[config.mk]
export PLATFORM = sky130hd
export DESIGN_NAME = alu_arbiter_flat
export DESIGN_NICKNAME = d
export VERILOG_FILES = /design/src/rtl/alu_arbiter_if.sv /design/src/rtl/alu_arbiter.sv /design/src/flat_wrapper.sv
export SDC_FILE = /design/constraint.sdc
export NUM_CORES = 1
export LEC_CHECK = 0
export CAP_MARGIN = 40
export CORE_AREA = 2 2 243 245
export CTS_BUF_LIST = sky130_fd_sc_hd__clkbuf_8
export CTS_CLUSTER_DIAMETER = 30
export CTS_CLUSTER_SIZE = 10
export DETAILED_ROUTE_END_ITERATION = 10
export DIE_AREA = 0 0 245 247
export PLACE_DENSITY = 0.41
export SLEW_MARGIN = 0
export SYNTH_ARGS = -nofsm -noshare
export SYNTH_HDL_FRONTEND = slang
export SYNTH_SLANG_ARGS = --single-unit
[constraint.sdc]
create_clock -name clk -period 1.6 [get_ports clk]
set_input_delay 0.16 -clock clk [delete_from_list [all_inputs] [get_ports clk]]
set_output_delay 0.16 -clock clk [all_outputs]
set_load 0.05 [all_outputs]
[src/rtl/alu_arbiter_if.sv]
// Request/response channels between the two ALU requesters and alu_arbiter.
interface alu_arbiter_if #(
   parameter int unsigned DATA_WIDTH = 64,
   parameter int unsigned SEL_WIDTH  = 5
);
   logic [1:0]            req_valid;
   logic [1:0]            req_ready;
   logic [DATA_WIDTH-1:0] req_a0;
   logic [DATA_WIDTH-1:0] req_a1;
   logic [DATA_WIDTH-1:0] req_b0;
   logic [DATA_WIDTH-1:0] req_b1;
   logic [SEL_WIDTH-1:0]  req_sel0;
   logic [SEL_WIDTH-1:0]  req_sel1;
   logic [1:0]            rsp_valid;
   logic [1:0]            rsp_ready;
   logic [DATA_WIDTH-1:0] rsp_result0;
   logic [DATA_WIDTH-1:0] rsp_result1;

   modport master (
      output req_valid, req_a0, req_a1, req_b0, req_b1, req_sel0, req_sel1, rsp_ready,
      input  req_ready, rsp_valid, rsp_result0, rsp_result1
   );

   modport slave (
      input  req_valid, req_a0, req_a1, req_b0, req_b1, req_sel0, req_sel1, rsp_ready,
      output req_ready, rsp_valid, rsp_result0, rsp_result1
   );
endinterface

[src/rtl/alu_arbiter.sv]
// Round-robin sharing of one combinational ALU between the execute pipe (port 0)
// and the address/branch-compare unit (port 1), with a registered response per port.
module alu_arbiter #(
   parameter int unsigned DATA_WIDTH = 64,
   parameter int unsigned SEL_WIDTH  = 5,
   parameter int unsigned CNT_WIDTH  = 16
) (
   input  logic                  clk,
   input  logic                  rst,
   alu_arbiter_if.slave          bus,
   output logic [DATA_WIDTH-1:0] alu_a,
   output logic [DATA_WIDTH-1:0] alu_b,
   output logic [SEL_WIDTH-1:0]  alu_sel,
   input  logic [DATA_WIDTH-1:0] alu_result,
   output logic [CNT_WIDTH-1:0]  conflict_cnt
);

   logic [1:0]            elig;
   logic [1:0]            grant;
   logic                  prio;
   logic [1:0]            rsp_valid_q;
   logic [DATA_WIDTH-1:0] rsp_result0_q;
   logic [DATA_WIDTH-1:0] rsp_result1_q;

   // A slot is free when empty or being drained this same cycle.
   always_comb begin
      elig  = bus.req_valid & (~rsp_valid_q | bus.rsp_ready);
      grant = 2'b00;
      if (!rst) begin
         if (elig == 2'b11) grant = prio ? 2'b10 : 2'b01;
         else               grant = elig;
      end
   end

   always_comb begin
      alu_a   = '0;
      alu_b   = '0;
      alu_sel = '0;
      if (grant[0]) begin
         alu_a   = bus.req_a0;
         alu_b   = bus.req_b0;
         alu_sel = bus.req_sel0;
      end else if (grant[1]) begin
         alu_a   = bus.req_a1;
         alu_b   = bus.req_b1;
         alu_sel = bus.req_sel1;
      end
   end

   assign bus.req_ready   = grant;
   assign bus.rsp_valid   = rsp_valid_q;
   assign bus.rsp_result0 = rsp_result0_q;
   assign bus.rsp_result1 = rsp_result1_q;

   always_ff @(posedge clk) begin
      if (rst) begin
         prio          <= 1'b0;
         rsp_valid_q   <= 2'b00;
         rsp_result0_q <= '0;
         rsp_result1_q <= '0;
         conflict_cnt  <= '0;
      end else begin
         if (grant[0])      prio <= 1'b1;
         else if (grant[1]) prio <= 1'b0;

         if (grant[0]) begin
            rsp_result0_q  <= alu_result;
            rsp_valid_q[0] <= 1'b1;
         end else if (bus.rsp_ready[0]) begin
            rsp_valid_q[0] <= 1'b0;
         end

         if (grant[1]) begin
            rsp_result1_q  <= alu_result;
            rsp_valid_q[1] <= 1'b1;
         end else if (bus.rsp_ready[1]) begin
            rsp_valid_q[1] <= 1'b0;
         end

         // Saturate rather than wrap so a long-running count stays meaningful.
         if (elig == 2'b11 && conflict_cnt != {CNT_WIDTH{1'b1}})
            conflict_cnt <= conflict_cnt + CNT_WIDTH'(1);
      end
   end

endmodule

[src/flat_wrapper.sv]
// flat-port wrapper written by rule: the top's interface ports become plain ports
module alu_arbiter_flat 
#(
   parameter int unsigned DATA_WIDTH = 64,
   parameter int unsigned SEL_WIDTH  = 5,
   parameter int unsigned CNT_WIDTH  = 16
)
  (clk, rst, alu_a, alu_b, alu_sel, alu_result, conflict_cnt, bus_req_valid, bus_req_a0, bus_req_a1, bus_req_b0, bus_req_b1, bus_req_sel0, bus_req_sel1, bus_rsp_ready, bus_req_ready, bus_rsp_valid, bus_rsp_result0, bus_rsp_result1);
  alu_arbiter_if #(.DATA_WIDTH(DATA_WIDTH), .SEL_WIDTH(SEL_WIDTH)) bus_i ();
  input  logic clk;
  input  logic rst;
  output logic [DATA_WIDTH-1:0] alu_a;
  output logic [DATA_WIDTH-1:0] alu_b;
  output logic [SEL_WIDTH-1:0] alu_sel;
  input  logic [DATA_WIDTH-1:0] alu_result;
  output logic [CNT_WIDTH-1:0] conflict_cnt;
  input wire logic [$bits(bus_i.req_valid)-1:0] bus_req_valid;
  input wire logic [$bits(bus_i.req_a0)-1:0] bus_req_a0;
  input wire logic [$bits(bus_i.req_a1)-1:0] bus_req_a1;
  input wire logic [$bits(bus_i.req_b0)-1:0] bus_req_b0;
  input wire logic [$bits(bus_i.req_b1)-1:0] bus_req_b1;
  input wire logic [$bits(bus_i.req_sel0)-1:0] bus_req_sel0;
  input wire logic [$bits(bus_i.req_sel1)-1:0] bus_req_sel1;
  input wire logic [$bits(bus_i.rsp_ready)-1:0] bus_rsp_ready;
  output wire logic [$bits(bus_i.req_ready)-1:0] bus_req_ready;
  output wire logic [$bits(bus_i.rsp_valid)-1:0] bus_rsp_valid;
  output wire logic [$bits(bus_i.rsp_result0)-1:0] bus_rsp_result0;
  output wire logic [$bits(bus_i.rsp_result1)-1:0] bus_rsp_result1;
  assign bus_i.req_valid = bus_req_valid;
  assign bus_i.req_a0 = bus_req_a0;
  assign bus_i.req_a1 = bus_req_a1;
  assign bus_i.req_b0 = bus_req_b0;
  assign bus_i.req_b1 = bus_req_b1;
  assign bus_i.req_sel0 = bus_req_sel0;
  assign bus_i.req_sel1 = bus_req_sel1;
  assign bus_i.rsp_ready = bus_rsp_ready;
  assign bus_req_ready = bus_i.req_ready;
  assign bus_rsp_valid = bus_i.rsp_valid;
  assign bus_rsp_result0 = bus_i.rsp_result0;
  assign bus_rsp_result1 = bus_i.rsp_result1;
  alu_arbiter #(.DATA_WIDTH(DATA_WIDTH), .SEL_WIDTH(SEL_WIDTH), .CNT_WIDTH(CNT_WIDTH)) u_core (.clk(clk), .rst(rst), .bus(bus_i), .alu_a(alu_a), .alu_b(alu_b), .alu_sel(alu_sel), .alu_result(alu_result), .conflict_cnt(conflict_cnt));
endmodule
; ---- Word level (Yosys, flattened, before mapping)
; Cells that the tools add are included.
[word_totals]
register_bits = 147
input_bits = 336
wordCells = 31
output_inout_bits = 281
[op_classes]
bitwise_logic = 3
n_reduce_logical = 4
add_sub_neg = 1
mux = 15
n_eq_ne = 2
[ops]
columns = operator, count
row1 = $mux W64, 4
row2 = $add A16 B1 Y16 const B, 1
row3 = $ne A16 B16 Y1 const B, 1
row4 = $mux W5, 2
row5 = $mux W1, 6
row6 = $mux W2, 3
row7 = $reduce_bool A2 Y1, 3
row8 = $and A2 B2 Y2, 1
row9 = $eq A2 B2 Y1 const B, 1
row10 = $not A2 Y2, 1
row11 = $or A2 B2 Y2, 1
row12 = $logic_and A1 B1 Y1, 1

; ---- Depth between registers and ports, before layout
; Gate-level depths: netlist of run 1.
[logic_depth]
depth_word = 8
depth_mapped = 7

; ---- Worst setup path before layout of run 1
; Ideal clock, no wire load.
[synth_timing]
path_kind = flip-flop to output port
start = reg u_core.rsp_valid_q[0] (netlist: u_core.bus.rsp_valid[0])
end = out alu_b[58]
path_buffers = 1
slack_ps = -971
arrival_time_ps = 2411
path_stages_with_launch = 6
required_time_ps = 1440
path_cell_list = dfxtp_1 > and2b_1 > o311ai_2 > nor2_2 > clkbuf_1 > a22o_1
[synth_between]
elab_chain_cells = 8
[synth_lines]
columns = element, line_no
row1 = start: declaration, alu_arbiter.sv:21  ; logic [1:0] rsp_valid_q;
row2 = start signal: assignment, alu_arbiter.sv:58  ; rsp_valid_q <= 2'b00;
row3 = start signal: assignment, alu_arbiter.sv:68  ; rsp_valid_q[0] <= 1'b1;
row4 = start signal: assignment, alu_arbiter.sv:70  ; rsp_valid_q[0] <= 1'b0;
row5 = $not A2 Y2, alu_arbiter.sv:27  ; elig = bus.req_valid & (~rsp_valid_q | bus.rsp_ready);
row6 = $or A2 B2 Y2, alu_arbiter.sv:27
row7 = $and A2 B2 Y2, alu_arbiter.sv:27
row8 = $eq A2 B2 Y1, alu_arbiter.sv:30  ; if (elig == 2'b11) grant = prio ? 2'b10 : 2'b01;
row9 = $mux W2, alu_arbiter.sv:30
row10 = $mux W2, alu_arbiter.sv:29  ; if (!rst) begin
row11 = net bus_req_ready[1], flat_wrapper.sv:25  ; output wire logic [$bits(bus_i.req_ready)-1:0] bus_req_ready;
row12 = $mux W64, alu_arbiter.sv:43  ; end else if (grant[1]) begin
row13 = $mux W64, alu_arbiter.sv:39  ; if (grant[0]) begin
row14 = end: declaration, flat_wrapper.sv:13  ; output logic [DATA_WIDTH-1:0] alu_b;
; The timed path passes the listed nets, and every way through them passes these cells.

; ---- Worst setup path in the final report of run 1
[layout_timing]
start = reg u_core.rsp_valid_q[0] (netlist: u_core.bus.rsp_valid[0])
end = out alu_b[36]
[layout_between]
elab_chain_cells = 8
[layout_lines]
columns = element, line_no
row1 = $not A2 Y2 *, alu_arbiter.sv:27
row2 = $or A2 B2 Y2 *, alu_arbiter.sv:27
row3 = $and A2 B2 Y2 *, alu_arbiter.sv:27
row4 = $eq A2 B2 Y1, alu_arbiter.sv:30
row5 = $mux W2 *, alu_arbiter.sv:30
row6 = $mux W2 *, alu_arbiter.sv:29
row7 = $mux W64, alu_arbiter.sv:43
row8 = $mux W64 *, alu_arbiter.sv:39
; Mark *: on every way between the ends. The rest lies on a longest branch, timed or not.

==> results of run 1 <==
[layout by cell type, fill, tap and decap left out, types with 3 or more instances in the layout]
master,n
clkdlybuf4s50_1,333
inv_1,3
nand4_1,5
o31ai_1,6
nor4_2,3
a21oi_1,72
dfxtp_1,129
inv_6,7
nor2_1,8
a22o_4,133
buf_6,7
clkbuf_8,18
or4_1,6
clkbuf_16,9
dfxtp_4,16
nor2b_1,71
buf_12,147
mux2_2,4
clkinv_4,3
nand3_1,5
diode_2,5
mux2_1,64
nand2_1,132
o21ai_0,4
buf_16,10
nor4_1,3
buf_4,188
[final cells by class]
class / instances / area, µm² / share of cell area [%]
timing repair buffer: 698 / 8320 / 46.8
multi-input combinational: 550 / 5070 / 28.5
sequential: 147 / 3010 / 16.9
tap: 773 / 967 / 5.44
clock buffer: 18 / 248 / 1.39
clock inverter: 14 / 140 / 0.788
inverter: 4 / 15.0 / 0.0845
antenna: 5 / 12.5 / 0.0704
[timing repair]
action                     in CTS  in global routing
setup buffers                   3                  4
cloned                          2                 12
setup endpoints to repair     277                278
gates resized for setup        16                 19
hold endpoints to repair        0                  0
pin swaps                      10                  2
[sequential cells by signal, indices dropped and copies added (netlist names)]
| register | flops |
|---|---|
| u_core.bus.rsp_result1 | 64 |
| u_core.bus.rsp_result0 | 64 |
| u_core.conflict_cnt | 16 |
| u_core.bus.rsp_valid | 2 |
| u_core.prio | 1 |
[worst max-delay path, cell delays in order, from the launching register on]
cell and delay [ns]:
dfxtp_4 0.35, and2b_2 0.21, o311ai_4 0.27, nor2_4 0.06
buf_12 0.16, buf_12 0.18, a22o_4 0.30, buf_12 0.15
[through the flow]
step | cells | area [µm²]
2_1_floorplan | 771 | 8550
3_3_place_gp | 2152 | 16900
5_1_grt | 2207 | 17800
3_5_place_dp | 2152 | 16900
4_1_cts | 2189 | 17400
6_report | 2209 | 17800
[kinds of logic (layout without fill, tap and decap cells)]
logic type | count (synthesis) | after routing
AOI/OAI and AO/OA | 223 | 223
and+or+nand+nor | 256 | 256
muxes | 70 | 70
buffers and inverters | 74 | 734
other | 0 | 5
DFF | 147 | 147
adders and majority gates | 1 | 1
[layer usage]
metal | GRT usage (%) | up-vias | share of wire [%]
met2 | 31.1 | 367 | 54
met1 | 17.5 | 4174 | 35
met3 | 6.63 | 33 | 9.0
met5 | 0 | - | 0.055
li1 | - | 4090 | -
met4 | 3.34 | 4 | 1.0
[how the worst max path moves through the flow]
stage               cells past startpoint   endpoint  slack, ns                                  from
floorplan                               7  alu_b[58]      -0.21  u_core.bus.rsp_valid[0]$_SDFFE_PP0P_
global placement                        9   alu_a[8]      -0.88                      bus_rsp_ready[0]
detailed placement                      9   alu_a[8]      -0.85                      bus_rsp_ready[0]
CTS                                     7   alu_a[7]      -0.82  u_core.bus.rsp_valid[0]$_SDFFE_PP0P_
global route                            8   alu_b[0]      -0.86  u_core.bus.rsp_valid[0]$_SDFFE_PP0P_
finish                                  7  alu_b[36]      -0.76  u_core.bus.rsp_valid[0]$_SDFFE_PP0P_
[power by group]
part / leakage (nW) / switching [mW] / internal [mW]
clock network: 0.202 / 1.69 / 1.32
logic: 6.04 / 3.31 / 2.95
registers: 1.22 / 0.137 / 3.88
total: 7.46 / 5.14 / 8.15
==> results.toml, run 1 <==
[detailed_routing]
vias = 8668
drt-vias-per-instance = 3.92
ant_nets = 0
routed_wl_um = 54100
drc = 0
drt-pass1-iter-count = 4
initialDrtViolationCount = 323
routedWlPerCell_um = 24.5

[floorplan]
io-pin-count = 617
fp.dieH_um = 247
start_util_pct = 12.2
die_area_um2 = 60500
rows = 89
core_area_um2 = 58200
die_w_um = 245

[placed_design]
place_ws_ns = -0.855
dp_hpwl_um = 44000
io_buffers = 616
place_congestion = 0.845

[timing]
fin_crit_ns = 2.36
worst_pin_slew_ns = 0.619
final.setup.tns_ns = -105.58
slew_headroom_pct = 58.8
rsz0062_at_grt = "yes"
fin_skew_ns = 0.0222
fmax_mhz = 424
whs_ns = 0.239
layout_setup_ws_ns = -0.756
setup_viol = 250
post-route-period-util_pct = 147
slew_violations = 0
finalHoldViolations = 0

[synth]
synth_xor_area_share_pct = 0
synth_fa_ha_area_share_pct = 0.177
synthFlopType = "dfxtp_1"
synth_top_area_share_pct = 41.6
synth_compound_area_share_pct = 23.4
synth_nets = 1108
synth-edff-count = 0
async_reset_ff_share_pct = 0
syn_area_um2 = 7080
ys_seq_area_share_pct = 41.6
synthTopCellsByCount = "dfxtp_1 (147), nand2_1 (134), a22o_1 (133)"
synth_top_family_by_area = "compound AO/OA/AOI/OAI gates"
synth-simple-area-share_pct = 18.5
synth_cell_type_count = 47
syn_inst = 771
ys_ff_latch = 147
post_synth.cell_area_avg_um2 = 9.18
synth_top_area_cell = "dfxtp_1"
yosys-mux-area-fraction_pct = 11.2
synth_warnings = 0
synthTopCellsByArea = "dfxtp_1 (42%), a22o_1 (16%), mux2_1 (10%)"
yosysMostFrequentCell = "dfxtp_1"

[clocking]
clk_latency_ns = 0.49
tritoncts = "built"
cts_htree_levels = 4
clockBufferDepth = 2
cts.sinks = 147
cts_buffers = 17
cts_root_buf = "clkbuf_8"
clk_pin_slew_worst_paths_ns = 0.10
cts_hold_buf = 0

[global_route]
track_usage_pct = 16.6
grt_max_degree = 56
globalRouteOverflowTotal = 0
grt_pass1_vias = 9031
antenna_found_initial = 10
grt_pass1_wl_um = 71100

[hold_path]
hold_end = "u_core.bus.rsp_result1[29]$_SDFFE_PP0P_"
whs_path_depth = 3
min_path_type = "in -> reg"
hold_start = "alu_result[29]"

[finish]
n_fill_cell = 5990
fin_util_pct = 30.5
area_delta_synth_final_pct = 151
drive_above_1_share_pct = 40.3
nets = 1755

[worst_setup_path]
crit_path_max_fanout = 22
rr_worst_depth = 7
required_ns = 1.44
arrival_ns = 2.20
r2r-start = "u_core.bus.rsp_valid[0]$_SDFFE_PP0P_"
endpoint_kind = "output port"
crit_path_start_kind = "flop"
r2r_end = "u_core.conflict_cnt[15]$_SDFFE_PP0P_"
path_class = "reg -> out"
rrSetupSlack_ns = -0.16

[job]
cap_violations = 0

[run_status]
status = "finished with violations"
violations = "setup timing"

[pwr]
p_leak_nw = 7.46
power_density_nw_per_um2 = 748
p_total_mw = 13.3
ir_drop_mv = 0.692
No activity file was read; power rests on OpenSTA's default activity.
==> run 2: changes to the inputs <==
--- a/config.mk
+++ b/config.mk
@@ -5,13 +5,15 @@
 export SDC_FILE = /design/constraint.sdc
 export NUM_CORES = 1
 export LEC_CHECK = 0
+export ABC_AREA = 1
 export CAP_MARGIN = 40
 export CORE_AREA = 2 2 243 245
 export CTS_BUF_LIST = sky130_fd_sc_hd__clkbuf_8
 export CTS_CLUSTER_DIAMETER = 30
-export CTS_CLUSTER_SIZE = 10
+export CTS_CLUSTER_SIZE = 8
 export DETAILED_ROUTE_END_ITERATION = 10
 export DIE_AREA = 0 0 245 247
+export GPL_TIMING_DRIVEN = 1
 export PLACE_DENSITY = 0.41
 export SLEW_MARGIN = 0
 export SYNTH_ARGS = -nofsm -noshare
==> run 2 against run 1 <==
Net effect:
- the flow still finishes with violations (setup timing)
- worst hold slack got worse by 0.0033 ns
- clock-buffer cell count fell by 1
- critical path depth rose by 6
- area after synthesis rose by 0.51%
- maximum frequency rose by 9.7%
- first-iteration DRC count rose by 17%
- highest routed layer unchanged
==> results.toml, run 2 <==
[run_status]
status = "finished with violations"
violations = "setup timing"

[detailed_routing]
dr_wl_met3_um = 3820
drt-pass1-iter-count = 4
vias = 9658
met1_length_um = 18700
drc = 0
ant_nets = 0
initialDrtViolationCount = 379
highest_layer = "met5"
routed_wl_um = 51200
wl_met2_um = 27900
drt-vias-per-instance = 3.79
routedWlPerCell_um = 20.1

[worst_setup_path]
r2r-start = "u_core.bus.rsp_valid[1]$_SDFFE_PP0P_"
r2r_end = "u_core.bus.rsp_result0[27]$_SDFFE_PP0P_"
required_ns = 1.44
crit_path_start_kind = "flop"
arrival_ns = 1.99
path_class = "reg -> out"
endpoint_kind = "output port"
rr_worst_depth = 9
rrSetupSlack_ns = 0.04
crit_path_max_fanout = 8

[pwr]
p_comb_share_pct = 48.4
p_leak_nw = 8.32
ir_drop_mv = 0.481
netSwitchingPower_mw = 5.55
swShare_pct = 39.8
pwr-share-seq_pct = 29.5
p_clk_share_pct = 22.1
intPower_mw = 8.39
power_density_nw_per_um2 = 730
p_total_mw = 13.9

[synth]
synth_nets = 1427
synthFlopType = "dfxtp_1"
synth_warnings = 0
synth_top_area_share_pct = 41.4
synth_cell_type_count = 27
syn_area_um2 = 7120
yosysMostFrequentCell = "nand2_1"
ys_ff_latch = 147
syn_inst = 1090
async_reset_ff_share_pct = 0
ys_seq_area_share_pct = 41.4
synthTopCellsByCount = "nand2_1 (472), dfxtp_1 (147), o21ai_0 (119)"
synthTopCellsByArea = "dfxtp_1 (41%), nand2_1 (25%), o21ai_0 (8.4%)"
synth_top_area_cell = "dfxtp_1"
post_synth.cell_area_avg_um2 = 6.53
synth-edff-count = 0

[global_route]
globalRouteOverflowTotal = 0
antenna_found_initial = 17
grt_pass1_wl_um = 65800
grt_max_degree = 100
grt_pass1_vias = 9430
track_usage_pct = 15.0

[finish]
n_fill_cell = 6038
drive_above_1_share_pct = 43.5
fin_cells = 2545
layout.cells.most_common = "clkdlybuf4s50_1"
layout_common_cells = "clkdlybuf4s50_1 (335), nand2_4 (191), buf_4 (179), buf_12 (155), nand2_1 (153)"
area_delta_synth_final_pct = 168
fin_util_pct = 32.8
nets = 2082

[clocking]
cts_htree_levels = 4
cts_root_buf = "clkbuf_8"
cts_hold_buf = 0
clockBufferDepth = 2
cts_buffers = 17
tritoncts = "built"
cts.sinks = 147
clk_latency_ns = 0.47
clk_pin_slew_worst_paths_ns = 0.09

[timing]
fin_crit_ns = 2.15
worst_pin_slew_ns = 0.504
post-route-period-util_pct = 134
whs_ns = 0.236
rsz0062_at_grt = "yes"
slew_violations = 0
finalHoldViolations = 0
fmax_mhz = 466
setup_viol = 135
slew_headroom_pct = 66.4
layout_setup_ws_ns = -0.548
fin_skew_ns = 0.0119
final.setup.tns_ns = -64.59

[hold_path]
hold_start = "alu_result[12]"
hold_end = "u_core.bus.rsp_result1[12]$_SDFFE_PP0P_"
min_path_type = "in -> reg"
whs_path_depth = 3

[placed_design]
dp_hpwl_um = 39300
place_congestion = 0.835
io_buffers = 616
placed_cells = 2471

[floorplan]
start_util_pct = 12.2
fp.dieH_um = 247
rows = 89
die_area_um2 = 60500
core_area_um2 = 58200
io-pin-count = 617
die_w_um = 245

[job]
cap_violations = 0
[run 2: through the flow]
stage	cell area [µm²]	setup slack, ns
after floorplan	8810	-0.0789
after global placement	17100	-0.474
after detailed placement	17100	-0.449
after CTS	18000	-0.598
after global routing	19100	-0.665
final	19100	-0.548
[run 2: repair_timing]
action / in CTS / in global routing
pin swaps: 3 / 32
setup buffers: 6 / 6
gates resized for setup: 68 / 184
endpoints found under the setup margin: 182 / 253
gates cloned: 5 / 14
[run 2: worst max-delay path, cell delays in order, from the launching register on]
cell      delay [ns]
dfxtp_4         0.36
nand2_4         0.06
nand2_4         0.06
inv_4           0.07
nand2_4         0.05
nand2_4         0.07
inv_4           0.05
nand2_8         0.09
clkinv_8        0.09
buf_12          0.16
buf_12          0.16
nand2_4         0.07
nand2_4         0.07
buf_12          0.15
[run 2: cells by family after synthesis]
group	share of synthesized area, %
XOR/XNOR	0.739
AND/OR/NAND/NOR	33.3
adder cells (fa/ha/maj)	0.176
buffers and inverters	10.4
flip-flops	41.4
AO/OA/AOI/OAI	14.0
[run 2: power groups by stage]
stage / combinational, mW / clock [mW] / sequential (mW)
CTS: 6.42 / 3.25 / 4.11
global route: 7.05 / 3.39 / 4.15
finish: 6.75 / 3.08 / 4.11
detailed placement: 6.23 / 0 / 4.19
global placement: 6.22 / 0 / 4.18
floorplan: 2.18 / 0 / 5.16
[run 2: worst max-delay path by stage]
stage                                         start   endpoint  slack (ns)  cells past startpoint
6_report       u_core.bus.rsp_valid[0]$_SDFFE_PP0P_  alu_b[55]       -0.55                     13
3_3_place_gp                       bus_rsp_ready[1]  alu_a[18]       -0.47                     12
2_1_floorplan  u_core.bus.rsp_valid[0]$_SDFFE_PP0P_  alu_b[56]       -0.08                     12
4_1_cts        u_core.bus.rsp_valid[0]$_SDFFE_PP0P_  alu_a[42]       -0.60                     12
5_1_grt        u_core.bus.rsp_valid[0]$_SDFFE_PP0P_  alu_b[55]       -0.67                     13
3_5_place_dp                       bus_rsp_ready[1]  alu_a[18]       -0.45                     12
[run 2: final cells by class]
cell class	count	area [µm²]	share of cell area, %
Inverter	80	335	1.76
Clock inverter	13	165	0.865
Antenna cell	16	40.0	0.210
Timing Repair inverter	2	27.5	0.144
Sequential cell	147	2970	15.6
Multi-Input combinational cell	790	5790	30.3
Clock buffer	17	234	1.22
Tap cell	773	967	5.06
Timing Repair Buffer	707	8570	44.9
[run 2: layer usage]
metal  vias up  GRT usage (%)
li1       4766              -
met1      4485           15.8
met2       367           27.6
met3        36           5.19
met4         4           5.34
met5         -              0
